`src/rtl/evt_stat_cnt_pkg.sv`:
```
// ============================================================================
// Module : evt_stat_cnt_pkg
// Brief  : Register map offsets, width constants and read-select decode for
//          the event statistics counter.
// Rev    : 1.0
// ============================================================================
`default_nettype none

`ifndef DELAY
`define DELAY
`endif

package evt_stat_cnt_pkg;

    localparam int ADDR_WIDTH_DEF = 10;
    localparam int DATA_WIDTH_DEF = 16;
    localparam int CNT_WIDTH_DEF  = 2 * DATA_WIDTH_DEF;

    localparam int REG_OFF_LO   = 0;
    localparam int REG_OFF_HI   = 1;
    localparam int REG_OFF_STAT = 2;

    typedef enum logic [1:0] {
        SEL_NONE = 2'd0,
        SEL_LO   = 2'd1,
        SEL_HI   = 2'd2,
        SEL_STAT = 2'd3
    } rd_sel_e;

    function automatic rd_sel_e reg_sel(input logic rd_en,
                                        input logic hit_lo,
                                        input logic hit_hi,
                                        input logic hit_stat);
        rd_sel_e sel;
        sel = SEL_NONE;
        if (rd_en) begin
            if (hit_lo)        sel = SEL_LO;
            else if (hit_hi)   sel = SEL_HI;
            else if (hit_stat) sel = SEL_STAT;
        end
        return sel;
    endfunction

endpackage

`default_nettype wire

```
`src/rtl/evt_stat_cnt_sat_cnt.sv`:
```
// ============================================================================
// Module : sat_cnt
// Brief  : Saturating up-counter with synchronous clear and sticky sat flag.
// Rev    : 1.0
// ============================================================================
`default_nettype none

module sat_cnt
    import evt_stat_cnt_pkg::*;
#(
    parameter int WIDTH = CNT_WIDTH_DEF
) (
    input  logic             i_clk,
    input  logic             i_rst,
    input  logic             i_clr,
    input  logic             i_inc,
    output logic [WIDTH-1:0] o_cnt,
    output logic             o_sat
);

    logic [WIDTH-1:0] cnt_q;
    logic [WIDTH-1:0] cnt_d;
    logic             sat_q;
    logic             sat_d;

    // An event coincident with a clear is counted in the new period.
    always_comb begin
        cnt_d = cnt_q;
        if (i_clr) begin
            cnt_d = {{(WIDTH-1){1'b0}}, i_inc};
        end else if (i_inc && !(&cnt_q)) begin
            cnt_d = cnt_q + WIDTH'(1);
        end
        sat_d = (sat_q & ~i_clr) | (&cnt_d);
    end

    always_ff @(posedge i_clk or posedge i_rst) begin
        if (i_rst) begin
            cnt_q <= `DELAY '0;
            sat_q <= `DELAY 1'b0;
        end else begin
            cnt_q <= `DELAY cnt_d;
            sat_q <= `DELAY sat_d;
        end
    end

    assign o_cnt = cnt_q;
    assign o_sat = sat_q;

endmodule

`default_nettype wire

```
`src/rtl/evt_stat_cnt.sv`:
```
// ============================================================================
// Module : evt_stat_cnt
// Brief  : Event counter with coherent low/high register readout and status.
// Rev    : 1.0
// ============================================================================
`default_nettype none

module evt_stat_cnt
    import evt_stat_cnt_pkg::*;
#(
    parameter int unsigned CNT_ADDR   = 10'h0,
    parameter int          ADDR_WIDTH = ADDR_WIDTH_DEF,
    parameter int          CNT_WIDTH  = CNT_WIDTH_DEF,
    parameter int          DATA_WIDTH = DATA_WIDTH_DEF
) (
    input  logic                  i_clk,
    input  logic                  i_rst,
    input  logic                  i_evt,
    input  logic [ADDR_WIDTH-1:0] i_addr,
    input  logic                  i_rd_en,
    input  logic                  i_cnt_clr,
    output logic [DATA_WIDTH-1:0] o_rd_data,
    output logic                  o_rd_vld,
    output logic                  o_sat
);

    localparam logic [ADDR_WIDTH-1:0] ADDR_LO   = ADDR_WIDTH'(CNT_ADDR + REG_OFF_LO);
    localparam logic [ADDR_WIDTH-1:0] ADDR_HI   = ADDR_WIDTH'(CNT_ADDR + REG_OFF_HI);
    localparam logic [ADDR_WIDTH-1:0] ADDR_STAT = ADDR_WIDTH'(CNT_ADDR + REG_OFF_STAT);

    logic [CNT_WIDTH-1:0]  cnt;
    logic                  sat;
    rd_sel_e               rd_sel;

    logic [DATA_WIDTH-1:0] rd_data_q;
    logic [DATA_WIDTH-1:0] rd_data_d;
    logic                  rd_vld_q;
    logic                  rd_vld_d;
    logic [DATA_WIDTH-1:0] shadow_q;
    logic [DATA_WIDTH-1:0] shadow_d;

    sat_cnt #(
        .WIDTH (CNT_WIDTH)
    ) u_cnt (
        .i_clk (i_clk),
        .i_rst (i_rst),
        .i_clr (i_cnt_clr),
        .i_inc (i_evt),
        .o_cnt (cnt),
        .o_sat (sat)
    );

    assign rd_sel = reg_sel(i_rd_en, (i_addr == ADDR_LO), (i_addr == ADDR_HI),
                            (i_addr == ADDR_STAT));

    // Low-half read also freezes the high half so the pair is coherent.
    always_comb begin
        rd_data_d = rd_data_q;
        rd_vld_d  = 1'b0;
        shadow_d  = shadow_q;
        unique case (rd_sel)
            SEL_LO: begin
                rd_data_d = cnt[DATA_WIDTH-1:0];
                shadow_d  = cnt[CNT_WIDTH-1:DATA_WIDTH];
                rd_vld_d  = 1'b1;
            end
            SEL_HI: begin
                rd_data_d = shadow_q;
                rd_vld_d  = 1'b1;
            end
            SEL_STAT: begin
                rd_data_d = {{(DATA_WIDTH-1){1'b0}}, sat};
                rd_vld_d  = 1'b1;
            end
            default: begin
            end
        endcase
    end

    always_ff @(posedge i_clk or posedge i_rst) begin
        if (i_rst) begin
            rd_data_q <= `DELAY '0;
            rd_vld_q  <= `DELAY 1'b0;
            shadow_q  <= `DELAY '0;
        end else begin
            rd_data_q <= `DELAY rd_data_d;
            rd_vld_q  <= `DELAY rd_vld_d;
            shadow_q  <= `DELAY shadow_d;
        end
    end

    assign o_rd_data = rd_data_q;
    assign o_rd_vld  = rd_vld_q;
    assign o_sat     = sat;

endmodule

`default_nettype wire

```
`config.mk`:
```
export PLATFORM = sky130hd
export DESIGN_NAME = evt_stat_cnt
export DESIGN_NICKNAME = d
export VERILOG_FILES = /design/src/rtl/evt_stat_cnt_pkg.sv /design/src/rtl/evt_stat_cnt_sat_cnt.sv /design/src/rtl/evt_stat_cnt.sv
export SDC_FILE = /design/constraint.sdc
export NUM_CORES = 1
export LEC_CHECK = 0
export ABC_AREA = 1
export CAP_MARGIN = 15
export CORE_MARGIN = 2
export CORE_UTILIZATION = 65
export CTS_BUF_LIST = sky130_fd_sc_hd__clkbuf_2
export DETAILED_ROUTE_END_ITERATION = 7
export DONT_BUFFER_PORTS = 1
export PLACE_DENSITY = 0.82
export SETUP_SLACK_MARGIN = 0.05
export SLEW_MARGIN = 20
export SYNTH_ARGS = -nofsm -noshare
export SYNTH_HDL_FRONTEND = slang
export SYNTH_SLANG_ARGS = --single-unit
```
`constraint.sdc`:
```
create_clock -name i_clk -period 2.4 [get_ports i_clk]
set_input_delay 0.48 -clock i_clk [delete_from_list [all_inputs] [get_ports i_clk]]
set_output_delay 0.48 -clock i_clk [all_outputs]
set_load 0.05 [all_outputs]
```
== Word-level counts from Yosys, hierarchy flattened ==
Cells that the tools add are included.
W data, S select, Z words.

* Bits of input ports: 15
* Bits in registers: 66
* Logic and storage cells: 29

* Add/subtract/negate cells: 1
* Bitwise operators: 3
* Equality and inequality tests: 5
* Mux-type cells: 8
* Reductions and logical operators: 7

{| class="wikitable"
|+ Operators with widths
! kind !! count
|-
| $mux W32 || 2
|-
| $reduce_and A32 Y1 || 2
|-
| $pmux W16 S3 || 1
|-
| $add A32 B1 Y32 const B || 1
|-
| $eq A10 B1 Y1 const B || 1
|-
| $eq A10 B2 Y1 const B || 1
|-
| $logic_not A10 Y1 || 1
|-
| $mux W2 || 4
|-
| $eq A2 B2 Y1 const B || 2
|-
| $reduce_bool A3 Y1 || 1
|-
| $reduce_or A3 Y1 || 1
|-
| $eq A2 B1 Y1 const B || 1
|-
| $and A1 B1 Y1 || 1
|-
| $logic_and A1 B1 Y1 || 1
|-
| $logic_not A1 Y1 || 1
|-
| $mux W1 || 1
|-
| $not A1 Y1 || 1
|-
| $or A1 B1 Y1 || 1
|}

== Logic depth before layout (Yosys ltp) ==
Gate-level depths: netlist of run 1.

* Word-level depth: 8
* Depth in mapped cells: 18
* Gate-level depth less buffers: 17

== By module ==
Synthesis of run 1 repeated with hierarchy kept, for this count alone.

* Cells, all modules: 633
* Area total of the unflattened synthesis: 4270.3 sq um

{| class="wikitable"
|+ Modules (own cells, without submodules)
! module !! times used !! cells an instance !! sequential area each (sq um) !! area each (sq um)
|-
| sat_cnt || 1 || 435 || 825.8 || 2561.2
|-
| evt_stat_cnt || 1 || 198 || 825.8 || 1709.1
|}

== Least setup slack after synthesis of run 1 ==
OpenSTA, ideal clock, no wires.

* Path type: reg-to-reg
* Start: register u_cnt.cnt_q[0], in the netlist u_cnt.o_cnt[0]
* End: register u_cnt.sat_q, in the netlist u_cnt.o_sat
* Slack: 0.386 ns
* Stages on the path, launching flop included: 19
* Required time: 2.334 ns
* Arrival time: 1.948 ns
* Period minus slack after synthesis: 2.014 ns
* Cell sequence: dfrtp_1 -> ha_1 -> inv_1 -> nor2_1 -> nand2_2 -> nor2_4 -> nand2_4 -> nand2_4 -> inv_4 -> buf_2 -> nand2_1 -> nand2_1 -> nor2_1 -> nand2_1 -> nor2_1 -> nand2_1 -> nor2_1 -> nand2_1 -> nand2_1

* Longest elaborated chain between the ends: 7
* Elaborated cells between the ends (all ways): 8
* Classes of those cells: add/sub (1); mux (2); bitwise (1); reduce/logical (4)

{| class="wikitable"
|+ RTL lines
! what !! RTL line !! text
|-
| start: declaration || evt_stat_cnt_sat_cnt.sv:21 || <nowiki>logic [WIDTH-1:0] cnt_q;</nowiki>
|-
| start signal: assignment || evt_stat_cnt_sat_cnt.sv:39 || <nowiki>cnt_q <= `DELAY '0;</nowiki>
|-
| start signal: assignment || evt_stat_cnt_sat_cnt.sv:42 || <nowiki>cnt_q <= `DELAY cnt_d;</nowiki>
|-
| parallel branches: the longest is 3 deep, another holds $add A32 B1 Y32 || n/a ||
|-
| $mux W32 (*) || evt_stat_cnt_sat_cnt.sv:31 || <nowiki>end else if (i_inc && !(&cnt_q)) begin</nowiki>
|-
| $mux W32 (*) || evt_stat_cnt_sat_cnt.sv:29 || <nowiki>if (i_clr) begin</nowiki>
|-
| $reduce_and A32 Y1 (*) || evt_stat_cnt_sat_cnt.sv:34 || <nowiki>sat_d = (sat_q & ~i_clr) | (&cnt_d);</nowiki>
|-
| $or A1 B1 Y1 (*) || evt_stat_cnt_sat_cnt.sv:34 ||
|-
| net u_cnt.sat_d || evt_stat_cnt_sat_cnt.sv:24 || <nowiki>logic sat_d;</nowiki>
|-
| end signal: assignment || evt_stat_cnt_sat_cnt.sv:40 || <nowiki>sat_q <= `DELAY 1'b0;</nowiki>
|-
| end signal: assignment || evt_stat_cnt_sat_cnt.sv:43 || <nowiki>sat_q <= `DELAY sat_d;</nowiki>
|-
| end: declaration || evt_stat_cnt_sat_cnt.sv:23 || <nowiki>logic sat_q;</nowiki>
|}

Mark *: on every way through the listed nets, which the timed path passes.
A chain may end at the register's enable or synchronous reset.

== Worst setup path after layout of run 1 ==
Ends and elaborated chain as after synthesis.

==> impl_metrics.sql, run 1 <==
INSERT INTO impl_metrics (metric_group, metric, value, unit) VALUES
('run_status', 'run_status', 'finished clean', ''),
('critical_path', 'timing_worst_setup_path_type', 'reg2reg', ''),
('synthesis', 'mapped_cell_area', '3860', 'um^2'),
('timing', 'final_hold_viol_count', '0', ''),
('synthesis', 'gate_count_after_technology_mapping', '574', ''),
('synthesis', 'dominantRegCellSynth', 'dfrtp_1', ''),
('synthesis', 'netlist_top_cells_area', 'dfrtp_1 (43%), nand2_1 (22%), nor2_1 (8.7%), inv_1 (5.4%), nand3_1 (4.3%)', ''),
('timing', 'layout_min_cycle_time', '2.25', 'ns'),
('synthesis', 'mappedNetlistNets', '590', ''),
('timing', 'post-route-period-util', '0.939', ''),
('synthesis', 'synth_enable_flop_cells', '0', ''),
('global_route', 'first_global_vias', '3497', ''),
('detailed_routing', 'dr.first_iter.drc_count', '374', ''),
('timing', 'actual_transition_at_the_worst_max_transition_pin', '1.01', 'ns'),
('power_and_ir_drop', 'power_per_cell_area', '483', 'nW/um^2'),
('timing', 'max_clock_freq', '0.444', 'GHz'),
('synthesis', 'synthesis.area_per_instance', '6.73', 'um^2'),
('synthesis', 'synth_seq_cells', '66', ''),
('detailed_routing', 'dr_total_vias', '3835', ''),
('synthesis', 'asyncSetResetFlopFracSynth', '1.00', ''),
('global_route', 'wire_length_of_the_first_global_routing_pass', '17500', 'um'),
('final_layout', 'drive_above_1_share', '0.106', ''),
('global_route', 'antenna_violations_before_repair', '0', ''),
('synthesis', 'synthMostInstantiatedCell', 'nand2_1', ''),
('critical_path', 'cp.required', '2.86', 'ns'),
('cts', 'clk-insertion-delay-late', '0.50', 'ns'),
('synthesis', 'yosys_warnings', '0', ''),
('detailed_routing', 'detail-route-antenna-nets', '0', ''),
('floorplanning', 'row_count', '28', ''),
('synthesis', 'synth_top_cells_by_count', 'nand2_1 (222), nor2_1 (90), dfrtp_1 (66), inv_1 (56), nand3_1 (33)', ''),
('detailed_routing', 'route.final.wire_length', '11200', 'um'),
('cts', 'ctsHtreeMaxLevel', '3', ''),
('critical_path', 'crit_fanout', '22', ''),
('detailed_routing', 'number_of_detailed_route_iterations_in_the_first_pass', '6', ''),
('critical_path', 'worst_setup_path_start_kind', 'register', ''),
('power_and_ir_drop', 'peakVddDrop', '287', 'uV'),
('detailed_routing', 'drt_drc_violations_left', '0', ''),
('detailed_routing', 'detail_route.wl_per_cell', '16.7', 'um'),
('floorplanning', 'top_level_pins', '33', ''),
('place', 'hpwlAfterDp', '8290', 'um'),
('min_path', 'hold_class', 'in2reg', ''),
('synthesis', 'top_area_cell_type_share_of_the_netlist_area', '0.428', ''),
('final_layout', 'nets', '607', ''),
('synthesis', 'yosys.area.top_type', 'dfrtp_1', ''),
('global_route', 'globalRoute.totalOverflow', '0', ''),
('power_and_ir_drop', 'leakage', '0.00190', 'uW'),
('final_layout', 'fillers', '473', ''),
('place', 'place.port_buffers', '0', ''),
('timing', 'setup_total_negative_slack', '0', 'ns'),
('final_layout', 'area_growth', '9.69', '%'),
('cts', 'ctsLongestPathBuffers', '2', ''),
('timing', 'holdWs', '0.118', 'ns'),
('floorplanning', 'design.die.area', '6570', 'um^2'),
('synthesis', 'post_synth_num_cell_types', '28', ''),
('timing', 'finalSetupViolations', '0', ''),
('critical_path', 'critical_path_arrival', '2.72', 'ns'),
('global_route', 'gr-usage-all-layers', '0.364', ''),
('cts', 'cts.reportedPaths.clkPinSlew', '0.19', 'ns'),
('floorplanning', 'chipWidth', '81.1', 'um'),
('global_route', 'grt_max_degree', '48', ''),
('cts', 'root_buffer', 'clkbuf_2', ''),
('synthesis', 'synth-seq-area-share', '0.428', ''),
('timing', 'timing.clock.skew', '0.0208', 'ns'),
('timing', 'max_slew_margin', '0.325', ''),
('cts', 'cts_tree', 'built', ''),
('detailed_routing', 'vias_per_cell', '5.72', ''),
('timing', 'report.final.slew_viol_count', '0', ''),
('floorplanning', 'core_area', '5820', 'um^2'),
('cts', 'cts.sink_count', '66', ''),
('final_layout', 'post-route-util', '0.728', ''),
('floorplanning', 'dieHeight', '81.1', 'um'),
('final_layout', 'num_antenna_cells', '0', ''),
('place', 'gp_congestion', '0.990', ''),
('critical_path', 'critical_path.endpoint_type', 'register', ''),
('floorplanning', 'start_util', '0.664', ''),
('cts', 'cts_made_buffers', '9', ''),
('job', 'max_cap_viols', '0', '');
-- through the flow --
stage | instances | area, um^2 | total power [uW] | setup slack, ns
6_report | 671 | 4240 | 2050 | 0.146
3_3_place_gp | 645 | 3990 | 1370 | 0.112
4_1_cts | 664 | 4130 | 2020 | 0.119
2_1_floorplan | 574 | 3860 | 1330 | 0.265
3_5_place_dp | 645 | 3990 | 1380 | 0.124
5_1_grt | 671 | 4240 | 2120 | -0.0157
-- cells in the final DEF, fill, tap and decap left out, types with 5 or more instances in the layout --
cell type | synthesis | routed
nor2_1 | 90 | 81
nand3_1 | 33 | 31
o211ai_1 | 16 | 16
xor2_1 | 8 | 8
buf_4 | 0 | 19
nand4_1 | 7 | 7
nor2_2 | 8 | 16
dfrtp_1 | 66 | 64
inv_1 | 56 | 55
o21ai_0 | 20 | 19
a21oi_1 | 7 | 7
nand2_1 | 222 | 222
clkbuf_2 | 0 | 10
nor3_1 | 5 | 5
-- critical path, stage by stage (launching register included) --
cell and delay [ns]:
dfrtp_1 0.44, ha_1 0.22, inv_1 0.11, nor2_1 0.07, nand2_2 0.14, nor2_4 0.06, nand2_4 0.12, nand2_4 0.09
buf_12 0.17, o21ai_0 0.14, nand3_1 0.15, nor2_2 0.17, nand2_1 0.09, nor2_1 0.13, nand2_1 0.06, nand2_1 0.05
-- power by group --
part	leakage (uW)	switching [uW]	internal, uW
clock network	0.0000630	425	236
logic	0.000933	143	66.7
registers	0.000901	37.1	1140
-- sequential cells by signal, indices dropped and copies added, names as in the netlist --
register	cells
u_cnt.o_sat	1
shadow_q	16
o_rd_vld	1
o_rd_data	16
u_cnt.o_cnt	32
-- cells by family after synthesis --
logic type,share of synthesized area
AO/OA/AOI/OAI,0.0661
XOR/XNOR,0.0204
adder cells (fa/ha/maj),0.00324
buffers and inverters,0.0781
flip-flops,0.428
AND/OR/NAND/NOR,0.405
-- area by class of cell --
cell class | count | area (um^2) | area share
Inverter | 58 | 223 | 0.0526
Multi-Input combinational cell | 432 | 1950 | 0.461
Clock buffer | 10 | 50.0 | 0.0118
Timing Repair Buffer | 24 | 204 | 0.0481
Sequential cell | 66 | 1650 | 0.390
Clock inverter | 6 | 57.6 | 0.0136
Tap cell | 75 | 93.8 | 0.0222
-- final timing paths --
path / from / slack [ns] / depth (start not counted) / to
hold / removal: i_evt / 0.12 / 2 / u_cnt.o_cnt[0]
setup reg to reg: u_cnt.o_cnt[0] / 0.15 / 15 / u_cnt.o_sat
min in group asynchronous: i_rst / 0.43 / 2 / o_rd_data[2]
max in group asynchronous: i_rst / 1.25 / 3 / shadow_q[6]
hold reg to reg: shadow_q[6] / 0.51 / 2 / shadow_q[6]
setup / recovery: u_cnt.o_cnt[0] / 0.15 / 15 / u_cnt.o_sat
-- repair_timing --
action / CTS / global route
hold buffers: 2 / 1
buffers inserted: 1 / 6
endpoints found under the hold margin: 30 / 19
pin swaps: 0 / 4
endpoints found under the setup margin: 1 / 1
resized for setup: 0 / 18
-- metal layers --
metal / GRT usage / wire, um / part of all wire / vias up
li1: - / - / - / 1831
met1: 0.482 / 4540 / 0.40 / 1723
met2: 0.598 / 5250 / 0.47 / 247
met3: 0.0867 / 1150 / 0.10 / 34
met4: 0.108 / 291 / 0.026 / 0
met5: 0 / 0 / 0 / -
Power figures use the tool's default switching activity.
==> run 2, diff against run 1 <==
--- a/config.mk
+++ b/config.mk
@@ -8,11 +8,10 @@
 export ABC_AREA = 1
 export CAP_MARGIN = 15
 export CORE_MARGIN = 2
-export CORE_UTILIZATION = 65
-export CTS_BUF_LIST = sky130_fd_sc_hd__clkbuf_2
+export CORE_UTILIZATION = 64
 export DETAILED_ROUTE_END_ITERATION = 7
 export DONT_BUFFER_PORTS = 1
-export PLACE_DENSITY = 0.82
+export PLACE_DENSITY = 0.81
 export SETUP_SLACK_MARGIN = 0.05
 export SLEW_MARGIN = 20
 export SYNTH_ARGS = -nofsm -noshare
==> constraint.sdc (replaced) <==
create_clock -name i_clk -period 2.37 [get_ports i_clk]
set_input_delay 0.474 -clock i_clk [delete_from_list [all_inputs] [get_ports i_clk]]
set_output_delay 0.474 -clock i_clk [all_outputs]
set_load 0.05 [all_outputs]
==> run 2 against run 1 <==
Against the previous run: sequential power is essentially flat; flip-flop and latch count is the same; design area up 1.0%; routed wire length shrank 4.1%; power is 25% higher; via count shrank 1.5%; clock power rose by 76%; non-clock buffer count fell by 7; global-route usage shrank 2.5 points; worst setup slack improved by 0.058 ns; first-iteration DRC count down 9.1%; combinational power down 7%; critical path type unchanged; largest cell class unchanged.
==> impl_metrics.sql, run 2 (synthesized netlist as in run 1, its figures left out) <==
INSERT INTO impl_metrics (metric_group, metric, value, unit) VALUES
('run_status', 'run_status', 'finished clean', ''),
('critical_path', 'crit_fanout', '24', ''),
('timing', 'final.setup.worst_slack', '0.204', 'ns'),
('detailed_routing', 'dr_total_vias', '3777', ''),
('timing', 'report.final.slew_viol_count', '0', ''),
('timing', 'timing.clock.skew', '0.00736', 'ns'),
('place', 'place_ws', '0.136', 'ns'),
('final_layout', 'mostFrequentLayoutCell', 'nand2_1', ''),
('global_route', 'antenna_violations_before_repair', '0', ''),
('global_route', 'first_global_vias', '3425', ''),
('cts', 'cts.sink_count', '66', ''),
('cts', 'ctsLongestPathBuffers', '2', ''),
('critical_path', 'worst_setup_path_start_kind', 'register', ''),
('final_layout', 'fillers', '480', ''),
('floorplanning', 'row_count', '28', ''),
('timing', 'setup_total_negative_slack', '0', 'ns'),
('place', 'hpwlAfterDp', '7990', 'um'),
('timing', 'rsz0062_at_grt', 'false', ''),
('critical_path', 'timing.critical_path.cells', 'nand2_1, nor2_1, nand2_1, nor2_4, nand2_4, nand2_4, inv_4, nand2_1, nand2_1, nor2_1, nand2_1, nor2_1, nand2_1, nor2_1, nand2_1, nand2_1', ''),
('global_route', 'global_route.usage.met3', '0.0451', ''),
('place', 'placed_instance_count', '641', ''),
('final_layout', 'post_layout_instance_count_excluding_filler_cells', '664', ''),
('critical_path', 'timing_worst_setup_path_type', 'reg2reg', ''),
('final_layout', 'largest_reg_flops', '32', ''),
('critical_path', 'timing.critical_path.max_delay_family', 'simple AND/OR/NAND/NOR gates', ''),
('timing', 'layout_min_cycle_time', '2.17', 'ns'),
('detailed_routing', 'route.final.wire_length', '10800', 'um'),
('timing', 'max_slew_margin', '0.314', ''),
('detailed_routing', 'vias_per_cell', '5.69', ''),
('critical_path', 'cp.required', '2.65', 'ns'),
('global_route', 'gr-usage-all-layers', '0.340', ''),
('detailed_routing', 'detail-route-antenna-nets', '0', ''),
('final_layout', 'nets', '600', ''),
('cts', 'root_buffer', 'clkbuf_8', ''),
('global_route', 'grt_most_used_layer', 'met2', ''),
('global_route', 'grt.met2_usage', '0.549', ''),
('cts', 'clk-insertion-delay-late', '0.34', 'ns'),
('critical_path', 'critPathSlowestCell', 'dfrtp_1', ''),
('timing', 'max_clock_freq', '0.462', 'GHz'),
('critical_path', 'ff2ff_setup_slack', '0.20', 'ns'),
('power_and_ir_drop', 'leakage', '0.00192', 'uW'),
('timing', 'post-route-period-util', '0.914', ''),
('final_layout', 'area_growth', '10.8', '%'),
('detailed_routing', 'dr.first_iter.drc_count', '340', ''),
('place', 'placed_cell_area', '3950', 'um^2'),
('final_layout', 'layout_common_cells', 'nand2_1 (222), nor2_1 (86), dfrtp_1 (65)', ''),
('cts', 'cts.reportedPaths.clkPinSlew', '0.08', 'ns'),
('final_layout', 'finish.instance_area', '4280', 'um^2'),
('floorplanning', 'start_util', '0.656', ''),
('critical_path', 'cpMostUsedCell', 'nand2_1', ''),
('critical_path', 'critical_path_buf_inv_count', '1', ''),
('final_layout', 'num_antenna_cells', '0', ''),
('global_route', 'globalRoute.totalOverflow', '0', ''),
('place', 'place.port_buffers', '0', ''),
('power_and_ir_drop', 'power_per_cell_area', '596', 'nW/um^2'),
('cts', 'cts_tree', 'built', ''),
('detailed_routing', 'number_of_detailed_route_iterations_in_the_first_pass', '5', ''),
('timing', 'actual_transition_at_the_worst_max_transition_pin', '1.03', 'ns'),
('floorplanning', 'chipWidth', '81.7', 'um'),
('power_and_ir_drop', 'peakVddDrop', '412', 'uV'),
('min_path', 'hold_class', 'in2async', ''),
('floorplanning', 'dieHeight', '81.7', 'um'),
('detailed_routing', 'detail_route.wl_per_cell', '16.2', 'um'),
('job', 'max_cap_viols', '0', ''),
('critical_path', 'critical_path.endpoint_type', 'register', ''),
('timing', 'final_hold_viol_count', '0', ''),
('power_and_ir_drop', 'overall_power', '2550', 'uW'),
('floorplanning', 'top_level_pins', '33', ''),
('timing', 'finalSetupViolations', '0', ''),
('global_route', 'global_route.usage.met1', '0.471', ''),
('global_route', 'grt_max_degree', '48', ''),
('detailed_routing', 'drt_drc_violations_left', '0', ''),
('global_route', 'wire_length_of_the_first_global_routing_pass', '16600', 'um'),
('critical_path', 'critical_path_arrival', '2.44', 'ns'),
('critical_path', 'critical_path.max_stage_delay', '0.43', 'ns'),
('place', 'gp_congestion', '1.01', ''),
('floorplanning', 'core_area', '5890', 'um^2'),
('floorplanning', 'design.die.area', '6670', 'um^2'),
('cts', 'ctsHtreeMaxLevel', '3', ''),
('final_layout', 'drive_above_1_share', '0.0934', ''),
('cts', 'cts_made_buffers', '9', '');
==> run 2: area by class of cell <==
cell class                      instances  area, um^2  share of cell area
Tap cell                               75        93.8              0.0219
Inverter                               58         220              0.0514
Clock inverter                          6         115              0.0269
Clock buffer                           10         128              0.0298
Timing Repair Buffer                   17         131              0.0307
Multi-Input combinational cell        432        1940               0.453
Sequential cell                        66        1650               0.386
==> run 2: final timing paths <==
check                                 from               to  depth (start not counted)
min                                  i_rst         o_rd_vld                          2
max                        u_cnt.o_cnt[11]      u_cnt.o_sat                         16
max in group asynchronous            i_rst  u_cnt.o_cnt[24]                          2
max reg2reg                u_cnt.o_cnt[11]      u_cnt.o_sat                         16
min reg2reg                   shadow_q[12]     shadow_q[12]                          2
min in group i_clk               i_cnt_clr   u_cnt.o_cnt[2]                          1
==> run 2: what timing repair did <==
item	CTS	global route
setup endpoints to repair	0	1
hold buffers	0	0
setup buffers	0	7
gates resized for setup	0	10
hold endpoints to repair	0	0
==> run 2: power by group <==
| group | switching (uW) | internal [uW] |
|---|---|---|
| clock | 458 | 703 |
| combinational | 132 | 63.9 |
| sequential | 39.7 | 1150 |
| total | 630 | 1920 |
==> run 2: layer usage <==
metal  vias up  share of wire  wire length [um]
met1      1726           0.44              4700
met4         0          0.027               289
li1       1809              -                 -
met2       212           0.46              4980
met5         -              0                 0
met3        30          0.074               796
==> run 2: per-stage QoR <==
step | util | hold WS, ns
final | 0.727 | 0.0877
after global routing | 0.727 | 0.119
after CTS | 0.712 | 0.101
after detailed placement | 0.671 | 0.461
after global placement | 0.671 | 0.448
after floorplan | - | 0.453
